File: src/rtl/lbm_pkg.sv
// Shared LBM types: Q3.13 word, D2Q9 direction indices, AXIS widths, tx FSM state.
// COLLIDER_TX_MACRO_EN adds rho/u_x/u_y to each transmitted cell (6 beats instead of 5).
package lbm_pkg;

  localparam int Q_W = 16;
  typedef logic signed [Q_W-1:0] q3_13_t;

  localparam int DIR_NULL = 0;
  localparam int DIR_N    = 1;
  localparam int DIR_NE   = 2;
  localparam int DIR_E    = 3;
  localparam int DIR_SE   = 4;
  localparam int DIR_S    = 5;
  localparam int DIR_SW   = 6;
  localparam int DIR_W    = 7;
  localparam int DIR_NW   = 8;
  localparam int NDIR     = 9;

  typedef logic [NDIR-1:0][Q_W-1:0] pop_vec_t;

  localparam int AXIS_DATA_W = 32;
  localparam int AXIS_KEEP_W = AXIS_DATA_W / 8;

`ifdef COLLIDER_TX_MACRO_EN
  localparam int NBEATS = 6;
`else
  localparam int NBEATS = 5;
`endif
  localparam int BEAT_W = 3;

  typedef enum logic {
    TX_IDLE = 1'b0,
    TX_SEND = 1'b1
  } tx_state_t;

endpackage

File: src/rtl/collider_axis_tx_if.sv
// AXI4-Stream bus carrying packed collider results toward the DMA S2MM channel.
interface collider_axis_tx_if;
  import lbm_pkg::*;

  logic [AXIS_DATA_W-1:0] tdata;
  logic [AXIS_KEEP_W-1:0] tkeep;
  logic                   tvalid;
  logic                   tready;
  logic                   tlast;
  logic                   tuser;

  modport master (
    output tdata, tkeep, tvalid, tlast, tuser,
    input  tready
  );

  modport slave (
    input  tdata, tkeep, tvalid, tlast, tuser,
    output tready
  );

endinterface

File: src/rtl/collider_tx_packer.sv
// Beat index -> {hi, lo} word pair and byte enables for one buffered cell.
// With COLLIDER_TX_MACRO_EN beat 4 carries rho and beat 5 carries {u_y, u_x}.
module collider_tx_packer
  import lbm_pkg::*;
(
  input  logic                   active,
  input  logic [BEAT_W-1:0]      beat,
  input  pop_vec_t               pops,
`ifdef COLLIDER_TX_MACRO_EN
  input  q3_13_t                 rho,
  input  q3_13_t                 u_x,
  input  q3_13_t                 u_y,
`endif
  output logic [AXIS_DATA_W-1:0] tdata,
  output logic [AXIS_KEEP_W-1:0] tkeep
);

  // Outputs are forced to zero outside SEND so the bus reads clean while idle or in reset.
  always_comb begin
    tdata = '0;
    tkeep = '0;
    if (active) begin
      tkeep = 4'hF;
      case (beat)
        3'd0: tdata = {pops[DIR_N],  pops[DIR_NULL]};
        3'd1: tdata = {pops[DIR_E],  pops[DIR_NE]};
        3'd2: tdata = {pops[DIR_S],  pops[DIR_SE]};
        3'd3: tdata = {pops[DIR_W],  pops[DIR_SW]};
`ifdef COLLIDER_TX_MACRO_EN
        3'd4: tdata = {rho, pops[DIR_NW]};
        3'd5: tdata = {u_y, u_x};
`else
        3'd4: begin
          tdata = {16'h0000, pops[DIR_NW]};
          tkeep = 4'h3;
        end
`endif
        default: begin
          tdata = '0;
          tkeep = '0;
        end
      endcase
    end
  end

endmodule

File: src/rtl/collider_axis_tx.sv
// Captures one post-collision cell per handshake and streams it as 32-bit AXIS beats.
// Define COLLIDER_TX_MACRO_EN to also send rho/u_x/u_y (6 beats per cell instead of 5).
module collider_axis_tx
  import lbm_pkg::*;
#(
  parameter int CELLS_PER_FRAME = 64,
  parameter int CNT_W           = 16
) (
  input  logic                clk,
  input  logic                rst,
  input  logic                in_valid,
  output logic                in_ready,
  input  q3_13_t              f_null,
  input  q3_13_t              f_n,
  input  q3_13_t              f_ne,
  input  q3_13_t              f_e,
  input  q3_13_t              f_se,
  input  q3_13_t              f_s,
  input  q3_13_t              f_sw,
  input  q3_13_t              f_w,
  input  q3_13_t              f_nw,
  input  q3_13_t              rho,
  input  q3_13_t              u_x,
  input  q3_13_t              u_y,
  collider_axis_tx_if.master  m_axis,
  output logic [CNT_W-1:0]    frames_sent,
  output logic                tx_busy
);

  localparam logic [CNT_W-1:0]  CELL_LAST = CNT_W'(CELLS_PER_FRAME - 1);
  localparam logic [BEAT_W-1:0] BEAT_LAST = BEAT_W'(NBEATS - 1);

  tx_state_t              state_q;
  tx_state_t              state_d;
  logic [BEAT_W-1:0]      beat_cnt;
  logic [CNT_W-1:0]       cell_cnt;
  logic [CNT_W-1:0]       frame_cnt;
  pop_vec_t               pop_p0;
  logic                   sending;
  logic                   tvalid;
  logic                   capture;
  logic                   beat_done;
  logic                   last_beat;
  logic                   last_cell;
  logic [AXIS_DATA_W-1:0] tdata;
  logic [AXIS_KEEP_W-1:0] tkeep;

`ifdef COLLIDER_TX_MACRO_EN
  q3_13_t rho_p0;
  q3_13_t u_x_p0;
  q3_13_t u_y_p0;
`else
  logic unused_macro_in;
  assign unused_macro_in = ^{rho, u_x, u_y};
`endif

  always_ff @(posedge clk or posedge rst) begin
    if (rst) state_q <= TX_IDLE;
    else     state_q <= state_d;
  end

  always_comb begin
    state_d  = state_q;
    in_ready = 1'b0;
    tvalid   = 1'b0;
    sending  = 1'b0;
    case (state_q)
      TX_IDLE: begin
        in_ready = 1'b1;
        if (in_valid) state_d = TX_SEND;
      end
      TX_SEND: begin
        tvalid  = 1'b1;
        sending = 1'b1;
        if (m_axis.tready && (beat_cnt == BEAT_LAST)) state_d = TX_IDLE;
      end
      default: state_d = TX_IDLE;
    endcase
  end

  assign capture   = in_valid && in_ready;
  assign beat_done = tvalid && m_axis.tready;
  assign last_beat = (beat_cnt == BEAT_LAST);
  assign last_cell = (cell_cnt == CELL_LAST);

  always_ff @(posedge clk or posedge rst) begin
    if (rst) begin
      beat_cnt  <= '0;
      cell_cnt  <= '0;
      frame_cnt <= '0;
    end else if (capture) begin
      beat_cnt <= '0;
    end else if (beat_done) begin
      if (last_beat) begin
        beat_cnt <= '0;
        if (last_cell) begin
          cell_cnt  <= '0;
          frame_cnt <= frame_cnt + CNT_W'(1);
        end else begin
          cell_cnt <= cell_cnt + CNT_W'(1);
        end
      end else begin
        beat_cnt <= beat_cnt + BEAT_W'(1);
      end
    end
  end

  // Stage p0: cell buffer, loaded only on the input handshake; data needs no reset.
  always_ff @(posedge clk) begin
    if (capture) begin
      pop_p0[DIR_NULL] <= f_null;
      pop_p0[DIR_N]    <= f_n;
      pop_p0[DIR_NE]   <= f_ne;
      pop_p0[DIR_E]    <= f_e;
      pop_p0[DIR_SE]   <= f_se;
      pop_p0[DIR_S]    <= f_s;
      pop_p0[DIR_SW]   <= f_sw;
      pop_p0[DIR_W]    <= f_w;
      pop_p0[DIR_NW]   <= f_nw;
`ifdef COLLIDER_TX_MACRO_EN
      rho_p0           <= rho;
      u_x_p0           <= u_x;
      u_y_p0           <= u_y;
`endif
    end
  end

  collider_tx_packer u_packer (
    .active (sending),
    .beat   (beat_cnt),
    .pops   (pop_p0),
`ifdef COLLIDER_TX_MACRO_EN
    .rho    (rho_p0),
    .u_x    (u_x_p0),
    .u_y    (u_y_p0),
`endif
    .tdata  (tdata),
    .tkeep  (tkeep)
  );

  assign m_axis.tdata  = tdata;
  assign m_axis.tkeep  = tkeep;
  assign m_axis.tvalid = tvalid;
  assign m_axis.tlast  = sending && last_beat && last_cell;
  assign m_axis.tuser  = sending && (beat_cnt == '0) && (cell_cnt == '0);
  assign frames_sent   = frame_cnt;
  assign tx_busy       = sending;

endmodule

File: src/flat_wrapper.sv
// flat-port wrapper written by rule: the top's interface ports become plain ports
module collider_axis_tx_flat import lbm_pkg::*;
#(
  parameter int CELLS_PER_FRAME = 64,
  parameter int CNT_W           = 16
)
  (clk, rst, in_valid, in_ready, f_null, f_n, f_ne, f_e, f_se, f_s, f_sw, f_w, f_nw, rho, u_x, u_y, frames_sent, tx_busy, m_axis_tdata, m_axis_tkeep, m_axis_tvalid, m_axis_tlast, m_axis_tuser, m_axis_tready);
  collider_axis_tx_if m_axis_i ();
  input  logic clk;
  input  logic rst;
  input  logic in_valid;
  output logic in_ready;
  input  q3_13_t f_null;
  input  q3_13_t f_n;
  input  q3_13_t f_ne;
  input  q3_13_t f_e;
  input  q3_13_t f_se;
  input  q3_13_t f_s;
  input  q3_13_t f_sw;
  input  q3_13_t f_w;
  input  q3_13_t f_nw;
  input  q3_13_t rho;
  input  q3_13_t u_x;
  input  q3_13_t u_y;
  output logic [CNT_W-1:0] frames_sent;
  output logic tx_busy;
  output wire logic [$bits(m_axis_i.tdata)-1:0] m_axis_tdata;
  output wire logic [$bits(m_axis_i.tkeep)-1:0] m_axis_tkeep;
  output wire logic [$bits(m_axis_i.tvalid)-1:0] m_axis_tvalid;
  output wire logic [$bits(m_axis_i.tlast)-1:0] m_axis_tlast;
  output wire logic [$bits(m_axis_i.tuser)-1:0] m_axis_tuser;
  input wire logic [$bits(m_axis_i.tready)-1:0] m_axis_tready;
  assign m_axis_tdata = m_axis_i.tdata;
  assign m_axis_tkeep = m_axis_i.tkeep;
  assign m_axis_tvalid = m_axis_i.tvalid;
  assign m_axis_tlast = m_axis_i.tlast;
  assign m_axis_tuser = m_axis_i.tuser;
  assign m_axis_i.tready = m_axis_tready;
  collider_axis_tx #(.CELLS_PER_FRAME(CELLS_PER_FRAME), .CNT_W(CNT_W)) u_core (.clk(clk), .rst(rst), .in_valid(in_valid), .in_ready(in_ready), .f_null(f_null), .f_n(f_n), .f_ne(f_ne), .f_e(f_e), .f_se(f_se), .f_s(f_s), .f_sw(f_sw), .f_w(f_w), .f_nw(f_nw), .rho(rho), .u_x(u_x), .u_y(u_y), .m_axis(m_axis_i), .frames_sent(frames_sent), .tx_busy(tx_busy));
endmodule
File: config.mk
export PLATFORM = sky130hd
export DESIGN_NAME = collider_axis_tx_flat
export DESIGN_NICKNAME = d
export VERILOG_FILES = /design/src/rtl/lbm_pkg.sv /design/src/rtl/collider_axis_tx_if.sv /design/src/rtl/collider_tx_packer.sv /design/src/rtl/collider_axis_tx.sv /design/src/flat_wrapper.sv
export SDC_FILE = /design/constraint.sdc
export NUM_CORES = 1
export LEC_CHECK = 0
export CORE_ASPECT_RATIO = 0.7
export CORE_UTILIZATION = 45
export CTS_CLUSTER_SIZE = 14
export DETAILED_ROUTE_END_ITERATION = 8
export PLACE_DENSITY = 0.8
export SLEW_MARGIN = 20
export SYNTH_ARGS = -nofsm -noshare
export SYNTH_HDL_FRONTEND = slang
export SYNTH_SLANG_ARGS = --single-unit
File: constraint.sdc
create_clock -name clk -period 10.1 [get_ports clk]
set_clock_uncertainty 0.05 [all_clocks]
set_input_delay 1.515 -clock clk [delete_from_list [all_inputs] [get_ports clk]]
set_output_delay 1.515 -clock clk [all_outputs]
set_load 0.02 [all_outputs]
# Yosys cells after proc, flatten, opt, wreduce, memory -nomap -nowiden
# Index checks and enable logic that the tools add are counted.
dict set report totals {
  mem_count 0
  mem_bits_rw 0
  latchBits 0
  reg_bits 180
  inputBits 196
  output_inout_bits 57
  rom_bits 0
  elab_cells 49
}
dict set report classes {
  mul 0
  n_reduce_logical 13
  n_shift 0
  magnitude_cmp 0
  mux 13
  eq_ne 5
  n_addsub 3
  div_mod_pow 0
  bitwise_logic 2
}
# operator n
set ops {}
lappend ops {{$pmux 32 s5} 1}
lappend ops {{$add 16x1->16 const B} 2}
lappend ops {{$mux 32} 1}
lappend ops {{$eq 16x6->1 const B} 1}
lappend ops {{$logic_not 16->1} 1}
lappend ops {{$mux 16} 1}
lappend ops {{$mux 3} 3}
lappend ops {{$pmux 4 s2} 1}
lappend ops {{$logic_and 1x1->1} 7}
lappend ops {{$eq 3x2->1 const B} 2}
lappend ops {{$mux 1} 4}
lappend ops {{$mux 4} 1}
lappend ops {{$reduce_and 4->1} 1}
lappend ops {{$reduce_or 4->1} 1}
lappend ops {{$add 3x1->3 const B} 1}
lappend ops {{$eq 3x1->1 const B} 1}
lappend ops {{$eq 3x3->1 const B} 1}
lappend ops {{$logic_not 3->1} 1}
lappend ops {{$reduce_and 3->1} 1}
lappend ops {{$not 1->1} 2}
lappend ops {{$pmux 1 s2} 1}
lappend ops {{$reduce_bool 2->1} 1}

# Logic depth before layout (Yosys ltp)
dict set report depth {
  depth_word 4
  mapped_depth 10
  depth_no_buf 7
}

# By module
# Synthesis repeated with hierarchy kept, for this count alone.
dict set report hier_totals {
  hier_cells 514
  area_unflattened_um2 7689.9
}
# module cells_per_inst area_each_um2 instances seq_area_each_um2
set by_module_without_submodules {}
lappend by_module_without_submodules {collider_axis_tx 319 6137.1 1 5225.0}
lappend by_module_without_submodules {collider_tx_packer 195 1552.7 1 0.0}

# Worst setup path before layout
# Ideal clock, no wire load.
dict set report synth_path {
  kind {input to register}
  from {input in_valid}
  to {register u_core.pop_p0[0] (netlist bit) (enable)}
  path_stages 2
  n_path_buf 0
  setup_time_ns 0.497
  arrival_ns 4.389
  setup_slack_ns 5.164
  required_ns 9.553
  cell_sequence {nand2b_1 -> inv_1}
}
dict set report synth_between {
  elab_chain_len 1
}
# item line_no
set synth_lines {}
lappend synth_lines {{start: declaration} flat_wrapper.sv:11} ;# input logic in_valid;
lappend synth_lines {{$logic_and 1x1->1} collider_axis_tx.sv:81} ;# assign capture = in_valid && in_ready;
lappend synth_lines {{net u_core.capture} collider_axis_tx.sv:41} ;# logic capture;
lappend synth_lines {{end signal: indexed assignment} collider_axis_tx.sv:111} ;# pop_p0[DIR_NULL] <= f_null;
lappend synth_lines {{end signal: indexed assignment} collider_axis_tx.sv:112} ;# pop_p0[DIR_N] <= f_n;
lappend synth_lines {{end signal: indexed assignment} collider_axis_tx.sv:113} ;# pop_p0[DIR_NE] <= f_ne;
lappend synth_lines {{end: declaration} collider_axis_tx.sv:38} ;# pop_vec_t pop_p0;
# The timed path passes the listed nets, and every way through them passes these cells.
# A chain may end at the register's enable or synchronous reset.

# Worst setup path in the final report
dict set report layout_path {
  from {register u_core.beat_cnt[1]}
  to {output m_axis_tdata[6]}
}
dict set report layout_between {
  elab_chain_len 3
  elab_cells_between_ends 7
  cone_classes {eq/ne: 4; mux: 2; reduce/logical: 1}
}
# item line_no
set layout_lines {}
lappend layout_lines {{start: declaration} collider_axis_tx.sv:35} ;# logic [BEAT_W-1:0] beat_cnt;
lappend layout_lines {{start signal: assignment} collider_axis_tx.sv:103} ;# beat_cnt <= beat_cnt + BEAT_W'(1);
lappend layout_lines {{$eq 3x3->1, or another cell as far along} collider_tx_packer.sv:24} ;# case (beat)
lappend layout_lines {{$pmux 32 s5 (*)} collider_tx_packer.sv:24}
lappend layout_lines {{$mux 32 (*)} collider_tx_packer.sv:22} ;# if (active) begin
lappend layout_lines {{end: declaration} flat_wrapper.sv:27} ;# output wire logic [$bits(m_axis_i.tdata)-1:0] m_axis_tdata;
# Mark *: on every way between the ends. The rest lies on a longest branch, timed or not.

==> flow_summary.ini <==
[clocking]
cts_tree = built
ctsHtreeMaxLevel = 4
cts_buffers = 17
path_clk_slew_ns = 0.06
clk_latency_ns = 0.42
post_cts_buffers = 0
holdBufCountCts = 0
clock_sinks = 180
cts_root_buf = clkbuf_16
cts_resized = 0
clk_path_buf_depth = 2

[sta]
fmax_ghz = 0.2009
rsz0062_at_grt = false
hold_viol_final = 0
slew_headroom = 0.2972
holdWs_ns = 0.4373
worst_pin_slew_ns = 1.054
setup-violations-final = 0
tns_ns = 0
period_share = 0.4929
timing.final.max_slew_violations = 0
period_needed_ns = 4.978

[power_and_ir_drop]
p_sw_frac = 0.3363
seq_power_share = 0.383
p_leak_nw = 3.537
power_density_mw_per_mm2 = 256.8
power.internal_mw = 1.681
power.switching_uw = 851.8
comb_power_share = 0.351
p_clk_frac = 0.266
ir_drop_mv = 0.1742

[critical_path]
crit_fanout = 34
cp_slowest_stage_delay_ns = 0.84
path_buf_inv = 3
crit_path_cell_trace = inv_1, ha_1, nor2b_4, o41ai_2, buf_4, a31oi_1, clkdlybuf4s50_1
r2r_end = u_core.pop_p0[58]
r2r_slack_ns = 7.23
cp.arrival_ns = 3.41
crit_path_start_kind = flop
critPathLaunch = u_core.beat_cnt[1]
endpoint_kind = primary output
cp_top_family = buffers and inverters
worst_path_max_delay_cell = nor2b_4
timing.rr.start = u_core.state_q
setup.worst_path.class = flop to primary output
crit_required_ns = 8.54
r2r_cells = 3

[logic_synthesis]
synth_common_cells = edfxtp_1, a22oi_1, nand2_1
avgSynthCellArea_sq_um = 15.32
synth_top_cell_area_share = 0.6122
ys_top_cells_by_area = edfxtp_1, dfrtp_1, a22oi_1
synth_edf_count = 144
synthesis.instances = 461
synth_flop_cell = edfxtp_1
synth_most_common_cell = edfxtp_1
yosysWarningCount = 0
yosys.area.top_type = edfxtp_1
syn_area_sq_mm = 0.007063
synth_async_sr_flop_share = 0.2000
ys_seq_elements = 180
syn-num-nets = 666
ys_seq_area_frac = 0.7398
synth_cell_type_count = 48

[routing]
dr.pass1.iters = 6
wl_per_cell_um = 19.59
ant_nets = 0
drtIter0Drc = 404
drc_errors = 0
wl_um = 17040
routed-via-count = 4757
vias_per_cell = 5.468

[run]
cap_violations = 0

[cells_and_area]
drive_gt1_frac = 0.07259
stdcell_count = 870
fin_nets = 867
area_growth_pct = 39.68
design_area_sq_mm = 0.009866
n_fill_cell = 1077
diodes = 0

[global_route]
grt_pass1_vias = 4893
grt_usage = 0.2214
antenna_found_initial = 0
grt_overflow = 0
grt_max_degree = 85
grt_pass1_wl_um = 26080

[die]
ios = 253
dieHeight_um = 106.8
rows = 37
start_util = 0.4709
dieArea_sq_mm = 0.01621
core_region_area_sq_mm = 0.01500
die_w_um = 151.7

[worst_hold_path]
min-delay-start = u_core.cell_cnt[15]
hp-class = flop to flop
hold_path_end = u_core.cell_cnt[15]
whs_path_depth = 1

[placement]
dp_hpwl_um = 11360
placed_cells = 838
place_area_sq_mm = 0.009263
gp_congestion = 0.8582
port_buffers = 204

[outcome]
status = finished, final reports clean
worst register-to-register path, cell delays in order, from the launching register on:
cell      delay [ns]
dfrtp_1         0.56
nand2b_1        0.31
inv_4           0.54
buf_4           0.99
how the worst max path moves through the flow:
stage / endpoint / cells past startpoint
after floorplan: u_core.pop_p0[0] / 2
after global placement: m_axis_tdata[6] / 7
after detailed placement: m_axis_tdata[9] / 6
after CTS: m_axis_tdata[9] / 6
after global routing: m_axis_tdata[9] / 6
final: m_axis_tdata[6] / 7
per-layer routing:
| metal | track usage | part of all wire |
|---|---|---|
| met1 | 0.2924 | 0.40 |
| met3 | 0.06553 | 0.098 |
| met5 | 0 | 0 |
| met2 | 0.3481 | 0.49 |
| met4 | 0.07709 | 0.015 |
metrics by stage:
stage | util | power [mW] | setup slack [ns]
6_report | 0.6577 | 2.533 | 5.122
3_5_place_dp | 0.6175 | 1.876 | 5.550
5_1_grt | 0.6577 | 2.650 | 4.937
4_1_cts | 0.6577 | 2.554 | 5.059
3_3_place_gp | 0.6175 | 1.850 | 5.677
2_1_floorplan | - | 1.478 | 5.164
cell type report:
class | count | area [sq um] | area share
tap | 195 | 244.0 | 0.02473
clock inverter | 15 | 177.7 | 0.01801
clock buffer | 17 | 425.4 | 0.04312
multi-input combinational | 244 | 1674 | 0.1697
sequential | 180 | 5225 | 0.5296
inverter | 10 | 40.04 | 0.004058
timing repair buffer | 209 | 2079 | 0.2108
kinds of logic (layout without fill, tap and decap cells):
kind of cell             after synthesis  count (layout)  synth area share
multiplexers                           2               2          0.003188
XOR/XNOR                              26              26           0.03224
adder cells (fa/ha/maj)                9               9           0.01594
AO/OA/AOI/OAI                        109             109            0.1082
flip-flops                           180             180            0.7398
buffers and inverters                 37             251           0.02533
AND/OR/NAND/NOR                       98              98           0.07529
power groups by stage:
stage,Clock [mW],Combinational (mW),Sequential [mW]
after floorplan,0,0.501,0.977
after global placement,0,0.871,0.978
after detailed placement,0,0.891,0.985
after CTS,0.686,0.898,0.970
after global routing,0.716,0.953,0.981
final,0.673,0.889,0.970
layout by cell type (no fill, tap or decap), types with 3 or more instances in the layout:
cell and instances:
nand4_1 6, nor2_1 18, a222oi_1 6, nand3_1 7, clkinv_2 4, xnor2_1 14
a31oi_1 10, a21oi_1 24, a22oi_1 52, edfxtp_1 144, ha_1 9, a22o_1 7
bufinv_16 3, clkbuf_16 17, o21ai_0 3, clkdlybuf4s50_1 204, buf_4 5, nor4_1 3
dfrtp_1 36, xor2_1 12, nand2_1 39, inv_1 9, inv_6 4, and3_1 5
registers in the layout, indices dropped and copies added, names as in the netlist:
signal	count
u_core.pop_p0	144
u_core.cell_cnt	16
u_core.frames_sent	16
u_core.state_q	1
u_core.beat_cnt	3
No activity file was read; power rests on OpenSTA's default activity.
